`config.mk`:
```
export PLATFORM = sky130hd
export DESIGN_NAME = horner_frame_sched_flat
export DESIGN_NICKNAME = d
export VERILOG_FILES = /design/src/rtl/horner_sched_pkg.sv /design/src/rtl/horner_frame_sched_if.sv /design/src/rtl/horner_lane_coeff_cnt.sv /design/src/rtl/horner_frame_sched.sv /design/src/flat_wrapper.sv
export SDC_FILE = /design/constraint.sdc
export NUM_CORES = 1
export LEC_CHECK = 0
export ABC_CLOCK_PERIOD_IN_PS = 1840
export BUFFER_PORTS_ARGS = -buffer_cell sky130_fd_sc_hd__buf_2
export CAP_MARGIN = 40
export CORE_MARGIN = 8
export CORE_UTILIZATION = 35
export CTS_CLUSTER_DIAMETER = 200
export DETAILED_ROUTE_END_ITERATION = 7
export PLACE_DENSITY = 0.66
export SKIP_CTS_REPAIR_TIMING = 1
export SLEW_MARGIN = 25
export SYNTH_ARGS = -nofsm -noshare
export SYNTH_HDL_FRONTEND = slang
export SYNTH_SLANG_ARGS = --single-unit
```
`constraint.sdc`:
```
create_clock -name clk -period 1.84 [get_ports clk]
set_clock_uncertainty 0.15 [all_clocks]
set_input_delay 0.552 -clock clk [delete_from_list [all_inputs] [get_ports clk]]
set_output_delay 0.552 -clock clk [all_outputs]
set_load 0.05 [all_outputs]
```
`src/rtl/horner_sched_pkg.sv`:
```
// Shared types and default geometry for the Horner frame sequencer.
package horner_sched_pkg;

    localparam int ORDER       = 10;
    localparam int LANES       = 16;
    localparam int NUM_BATCHES = 2;
    localparam int PIPE_LAT    = 4;
    localparam int CH_W        = 5;
    localparam int COEFF_W     = 4;
    localparam int LANE_W      = 4;
    localparam int DRAIN_W     = 3;
    localparam int NUM_CH      = NUM_BATCHES * LANES;

    typedef enum logic [2:0] {
        IDLE,
        ITER,
        DRAIN,
        WB,
        DONE
    } state_e;

    function automatic logic [NUM_CH-1:0] ch_onehot(input logic [CH_W-1:0] ch);
        logic [NUM_CH-1:0] one;
        one = {{(NUM_CH-1){1'b0}}, 1'b1};
        return one << ch;
    endfunction

endpackage

```
`src/rtl/horner_frame_sched_if.sv`:
```
// Frame-request and datapath-control bundle between a requester and the sequencer.
interface horner_frame_sched_if;
    import horner_sched_pkg::*;

    logic               srdyi;
    logic [COEFF_W-1:0] coeff_sel;
    logic [CH_W-1:0]    channel_select;
    logic               sum_rst;
    logic               sum_en;
    logic [NUM_CH-1:0]  enableRegControl;
    logic               srdyo;
    logic               busy;
    logic               overrun;

    modport master (
        output srdyi,
        input  coeff_sel, channel_select, sum_rst, sum_en,
        input  enableRegControl, srdyo, busy, overrun
    );

    modport slave (
        input  srdyi,
        output coeff_sel, channel_select, sum_rst, sum_en,
        output enableRegControl, srdyo, busy, overrun
    );

endinterface

```
`src/rtl/horner_lane_coeff_cnt.sv`:
```
// Lane counter with wrap plus coefficient down-counter; shared by the
// iteration and write-back phases.
module horner_lane_coeff_cnt #(
    parameter int ORDER = horner_sched_pkg::ORDER,
    parameter int LANES = horner_sched_pkg::LANES
) (
    input  logic                                  clk,
    input  logic                                  rst,
    input  logic                                  load_i,
    input  logic                                  lane_step_i,
    input  logic                                  coeff_step_i,
    output logic [horner_sched_pkg::LANE_W-1:0]   lane_o,
    output logic [horner_sched_pkg::COEFF_W-1:0]  coeff_o,
    output logic                                  last_lane_o,
    output logic                                  last_coeff_o
);
    import horner_sched_pkg::*;

    logic [LANE_W-1:0]  lane_q,  lane_d;
    logic [COEFF_W-1:0] coeff_q, coeff_d;

    assign last_lane_o  = (lane_q == LANE_W'(LANES - 1));
    assign last_coeff_o = (coeff_q == '0);
    assign lane_o       = lane_q;
    assign coeff_o      = coeff_q;

    // coeff saturates at 0 so the final wrap leaves it parked for DRAIN/WB
    always_comb begin
        lane_d  = lane_q;
        coeff_d = coeff_q;
        if (load_i) begin
            lane_d  = '0;
            coeff_d = COEFF_W'(ORDER);
        end else if (lane_step_i) begin
            if (last_lane_o) begin
                lane_d = '0;
                if (coeff_step_i && !last_coeff_o) begin
                    coeff_d = coeff_q - 1'b1;
                end
            end else begin
                lane_d = lane_q + 1'b1;
            end
        end
    end

    always_ff @(posedge clk or posedge rst) begin
        if (rst) begin
            lane_q  <= '0;
            coeff_q <= '0;
        end else begin
            lane_q  <= lane_d;
            coeff_q <= coeff_d;
        end
    end

endmodule

```
`src/rtl/horner_frame_sched.sv`:
```
// Frame sequencer for the shared 32-channel Horner datapath: iterate, drain,
// write back per batch, with a one-deep start queue and sticky overrun flag.
module horner_frame_sched #(
    parameter int ORDER       = horner_sched_pkg::ORDER,
    parameter int LANES       = horner_sched_pkg::LANES,
    parameter int NUM_BATCHES = horner_sched_pkg::NUM_BATCHES,
    parameter int PIPE_LAT    = horner_sched_pkg::PIPE_LAT
) (
    input  logic                 clk,
    input  logic                 GlobalReset,
    horner_frame_sched_if.slave  bus
);
    import horner_sched_pkg::*;

    state_e              state_q, state_d;
    logic                batch_q, batch_d;
    logic [DRAIN_W-1:0]  drain_q, drain_d;
    logic                pending_q, pending_d;
    logic                overrun_q, overrun_d;

    logic                cnt_load, lane_step, coeff_step;
    logic [LANE_W-1:0]   lane;
    logic [COEFF_W-1:0]  coeff;
    logic                last_lane, last_coeff;
    logic                in_frame;

    horner_lane_coeff_cnt #(
        .ORDER (ORDER),
        .LANES (LANES)
    ) u_cnt (
        .clk          (clk),
        .rst          (GlobalReset),
        .load_i       (cnt_load),
        .lane_step_i  (lane_step),
        .coeff_step_i (coeff_step),
        .lane_o       (lane),
        .coeff_o      (coeff),
        .last_lane_o  (last_lane),
        .last_coeff_o (last_coeff)
    );

    assign in_frame = (state_q == ITER) || (state_q == DRAIN) || (state_q == WB);

    always_comb begin
        state_d    = state_q;
        batch_d    = batch_q;
        drain_d    = drain_q;
        pending_d  = pending_q;
        overrun_d  = overrun_q;
        cnt_load   = 1'b0;
        lane_step  = 1'b0;
        coeff_step = 1'b0;

        unique case (state_q)
            IDLE: begin
                if (bus.srdyi) begin
                    state_d  = ITER;
                    batch_d  = 1'b0;
                    cnt_load = 1'b1;
                end
            end
            ITER: begin
                lane_step  = 1'b1;
                coeff_step = 1'b1;
                if (last_lane && last_coeff) begin
                    state_d = DRAIN;
                    drain_d = DRAIN_W'(PIPE_LAT - 1);
                end
            end
            DRAIN: begin
                if (drain_q == '0) begin
                    state_d = WB;
                end else begin
                    drain_d = drain_q - 1'b1;
                end
            end
            WB: begin
                lane_step = 1'b1;
                if (last_lane) begin
                    if (batch_q != 1'(NUM_BATCHES - 1)) begin
                        state_d  = ITER;
                        batch_d  = batch_q + 1'b1;
                        cnt_load = 1'b1;
                    end else begin
                        state_d = DONE;
                    end
                end
            end
            DONE: begin
                if (pending_q || bus.srdyi) begin
                    state_d   = ITER;
                    batch_d   = 1'b0;
                    cnt_load  = 1'b1;
                    // a fresh request alongside a queued one takes the freed slot
                    pending_d = pending_q && bus.srdyi;
                end else begin
                    state_d = IDLE;
                end
            end
            default: state_d = IDLE;
        endcase

        if (in_frame && bus.srdyi) begin
            if (!pending_q) begin
                pending_d = 1'b1;
            end else begin
                overrun_d = 1'b1;
            end
        end
    end

    always_ff @(posedge clk or posedge GlobalReset) begin
        if (GlobalReset) begin
            state_q   <= IDLE;
            batch_q   <= 1'b0;
            drain_q   <= '0;
            pending_q <= 1'b0;
            overrun_q <= 1'b0;
        end else begin
            state_q   <= state_d;
            batch_q   <= batch_d;
            drain_q   <= drain_d;
            pending_q <= pending_d;
            overrun_q <= overrun_d;
        end
    end

    assign bus.coeff_sel        = (state_q == ITER) ? coeff : '0;
    assign bus.channel_select   = in_frame ? {batch_q, lane} : '0;
    assign bus.sum_rst          = (state_q == ITER) && (coeff == COEFF_W'(ORDER)) && (lane == '0);
    assign bus.sum_en           = (state_q == ITER) || (state_q == DRAIN);
    assign bus.enableRegControl = (state_q == WB) ? ch_onehot({batch_q, lane}) : '0;
    assign bus.srdyo            = (state_q == DONE);
    assign bus.busy             = (state_q != IDLE);
    assign bus.overrun          = overrun_q;

endmodule

```
`src/flat_wrapper.sv`:
```
// flat-port wrapper written by rule: the top's interface ports become plain ports
module horner_frame_sched_flat import horner_sched_pkg::*;
#(
    parameter int ORDER       = horner_sched_pkg::ORDER,
    parameter int LANES       = horner_sched_pkg::LANES,
    parameter int NUM_BATCHES = horner_sched_pkg::NUM_BATCHES,
    parameter int PIPE_LAT    = horner_sched_pkg::PIPE_LAT
)
  (clk, GlobalReset, bus_srdyi, bus_coeff_sel, bus_channel_select, bus_sum_rst, bus_sum_en, bus_enableRegControl, bus_srdyo, bus_busy, bus_overrun);
  horner_frame_sched_if bus_i ();
  input  logic clk;
  input  logic GlobalReset;
  input wire logic [$bits(bus_i.srdyi)-1:0] bus_srdyi;
  output wire logic [$bits(bus_i.coeff_sel)-1:0] bus_coeff_sel;
  output wire logic [$bits(bus_i.channel_select)-1:0] bus_channel_select;
  output wire logic [$bits(bus_i.sum_rst)-1:0] bus_sum_rst;
  output wire logic [$bits(bus_i.sum_en)-1:0] bus_sum_en;
  output wire logic [$bits(bus_i.enableRegControl)-1:0] bus_enableRegControl;
  output wire logic [$bits(bus_i.srdyo)-1:0] bus_srdyo;
  output wire logic [$bits(bus_i.busy)-1:0] bus_busy;
  output wire logic [$bits(bus_i.overrun)-1:0] bus_overrun;
  assign bus_i.srdyi = bus_srdyi;
  assign bus_coeff_sel = bus_i.coeff_sel;
  assign bus_channel_select = bus_i.channel_select;
  assign bus_sum_rst = bus_i.sum_rst;
  assign bus_sum_en = bus_i.sum_en;
  assign bus_enableRegControl = bus_i.enableRegControl;
  assign bus_srdyo = bus_i.srdyo;
  assign bus_busy = bus_i.busy;
  assign bus_overrun = bus_i.overrun;
  horner_frame_sched #(.ORDER(ORDER), .LANES(LANES), .NUM_BATCHES(NUM_BATCHES), .PIPE_LAT(PIPE_LAT)) u_core (.clk(clk), .GlobalReset(GlobalReset), .bus(bus_i));
endmodule
```
==> metrics.md <==
| Metric | Value |
|---|---|
| Detail Placement HPWL | `3290 um` |
| Final worst setup slack | `-576 ps` |
| Power density over cell area | `223 nW/um^2` |
| Register area | `428 um^2` |
| Met1 usage in global routing | `0.156` |
| Hold WS | `138 ps` |
| Slew @ Worst Pin | `377 ps` |
| Pleak | `1.31 nW` |
| Reg clk slew, reported paths | `80 ps` |
| Sequential fraction of the synthesis area | `0.313` |
| Htree depth | `1` |
| Top cell type's share of synthesized area | `0.313` |
| Final Instance Area | `3070 um^2` |
| Grt total ovfl | `0` |
| Layout cells sized above 1 | `0.731` |
| Clk buf depth | `2` |
| Area Growth Syn to Fin | `125%` |
| Pre-CTS setup slack | `-333 ps` |
| Drt wl/cell | `17.8 um` |
| Commonest cells post-synth | `nor2_1, dfrtp_1, nand2_1, nor3_1, inv_1` |
| Avg Cell Area, Syn | `7.78 um^2` |
| M2 GR Usage | `0.213` |
| Fillers | `184` |
| Crit start category | `register` |
| Slowest stage delay, CP | `430 ps` |
| Width of the die | `78.4 um` |
| Slowest-stage cell, CP | `dfrtp_1` |
| Slew HR | `0.748` |
| Full die area | `6140 um^2` |
| Root buf cell | `clkbuf_8` |
| Unrepaired setup endpoints after global routing | `yes` |
| Worst Setup Path Type | `register to primary output` |
| Worst-skew pair later-pin latency | `260 ps` |
| Initial core utilization | `0.369` |
| CTS buffer count | `3` |
| Final max-slew violation count | `0` |
| Area of the multi-input gates | `1360 um^2` |
| Primary FF master, synth | `dfrtp_1` |
| First-pass GRT wire length | `6690 um` |
| Dpl cells | `311` |
| GR Layer Usage met3 | `0.0364` |
| Syn Inst Count | `175` |
| Drt drc | `0` |
| Largest net degree at the start of global routing | `18` |
| Worst EP arrival | `1710 ps` |
| CTS tree | `built` |
| Vias per inst | `5.29` |
| Fmax | `0.414 GHz` |
| Iteration-0 DRC Markers | `48` |
| CTS Sinks | `17` |
| Die height | `78.4 um` |
| Overall Global Routing Usage | `0.126` |
| Routed WL | `5910 um` |
| Post-synthesis register bit count | `17` |
| Max Cap Violations | `0` |
| Failing checks | `setup timing` |
| Synth cell types | `45` |
| Final setup viols | `51` |
| Synth area leaders | `dfrtp_1, nor2_1, ha_1, nor3_1, nand2_1` |
| Reg-to-reg startpoint | `u_core.state_q[1]` |
| Nets | `297` |
| Io pins | `49` |
| Non-Filler Instances | `331` |
| Worst setup path start | `u_core.state_q[2]` |
| Placed Instance Area | `2180 um^2` |
| Core Box Area | `3690 um^2` |
| Layer with the highest usage | `met2` |
| Vias after detailed routing | `1752` |
| Antenna Diode Count | `0` |
| Port-buffer cells | `48` |
| Final cycle utilization of the critical path | `1.31` |
| Cell taking the most area after synthesis | `dfrtp_1` |
| TNS Setup | `-19480 ps` |
| Mapped cell area | `1360 um^2` |
| Final hold violations | `0` |
| Critical path required time | `1140 ps` |
| GPL Wtd Cong | `0.762` |
| Antenna Nets Post-Route | `0` |
| FFs w/ async S/R, synth | `1.00` |
| Crit path cell chain | `and2b_2 -> nand3_2 -> or2_4 -> nor2_4 -> buf_8` |
| Hold Crit Class | `input pin to async pin` |
| Maximum VDD drop | `305 uV` |
| Initial antenna violation count | `0` |
| Post-Syn Nets | `188` |
| Most frequent cell after synthesis | `nor2_1` |
| Outcome | `finished, violations left` |
| Critical path peak fanout | `7` |
| Synth warnings | `0` |
| Number of synthesized flops with an enable pin | `0` |
| Row count | `22` |
| Final critical-path required period | `2420 ps` |
| Router iterations before antenna repair | `4` |
| Vias in the first global route | `1503` |
| Worst Setup End Kind | `primary output` |
## area by class of cell
| type | count | share of cell area |
|---|---|---|
| inverters | 11 | 0.0151 |
| clock inverters | 1 | 0.00245 |
| well taps | 48 | 0.0196 |
| repair buffers | 112 | 0.366 |
| flip-flops and latches | 17 | 0.140 |
| multi-input cells | 139 | 0.443 |
| clock buffers | 3 | 0.0135 |
## placed cells by master, fill, tap and decap left out, types with 2 or more instances in the layout
master and count:
a21oi_1 6, a21oi_2 2, a22oi_1 2, and2_1 2, and2_4 3, and3_4 2
buf_12 2, buf_2 3, buf_4 51, buf_6 44, buf_8 11, clkbuf_8 3
dfrtp_1 15, dfrtp_2 2, ha_1 4, ha_2 4, ha_4 2, inv_1 7
inv_2 2, inv_4 2, nand2_1 7, nand2_4 5, nand2b_4 2, nand3_1 4
nand3_2 2, nand3b_1 2, nor2_1 6, nor2_2 7, nor2_4 28, nor2b_1 2
nor3_1 3, nor3_2 2, nor3_4 7, nor3b_2 3, o21ai_0 3
## per-layer routing
metal / vias to the layer above / wire length, um
met3: 13 / 295
li1: 813 / -
met4: 0 / 129
met5: - / 0
met2: 69 / 3020
met1: 857 / 2460
## critical path: cells and delay by family (launching register included)
kind                   cells  cell delay (ps)
flip-flops                 1              430
buffers and inverters      1              150
AND/OR/NAND/NOR            4              860
## report_power, final
group          internal [mW]  total, mW  switching, mW
Sequential             0.373      0.373      0.0000123
Combinational        0.00614     0.0183         0.0122
Clock                  0.153      0.291          0.139
## state kept, by name, indices dropped and copies added (netlist names)
name / cells
u_core.bus.overrun: 1
u_core.u_cnt.lane_o: 4
u_core.batch_q: 1
u_core.state_q: 3
u_core.pending_q: 1
u_core.drain_q: 3
u_core.u_cnt.coeff_o: 4
## stage by stage
step           utilization  power [mW]
2_1_floorplan            -       0.389
3_3_place_gp         0.592       0.399
3_5_place_dp         0.592       0.399
4_1_cts              0.605       0.690
5_1_grt              0.831       0.707
6_report             0.831       0.683
## path summary, 6_finish.rpt
check,to,slack (ps),cells after the start
setup reg to reg,u_core.u_cnt.coeff_o[1],-200,8
max in group asynchronous,u_core.u_cnt.lane_o[2],1190,3
min in group clk,u_core.drain_q[0],360,1
setup / recovery,bus_enableRegControl[17],-580,5
hold / removal,u_core.u_cnt.coeff_o[2],140,3
hold reg to reg,u_core.drain_q[0],360,1
## kinds of logic after synthesis
logic type	share of synthesized area
XOR/XNOR	0.0129
AND/OR/NAND/NOR	0.369
flip-flops	0.313
AO/OA/AOI/OAI	0.127
adder cells (fa/ha/maj)	0.0919
buffers and inverters	0.0607
multiplexers	0.0267
(Power assumes the default switching activity.)
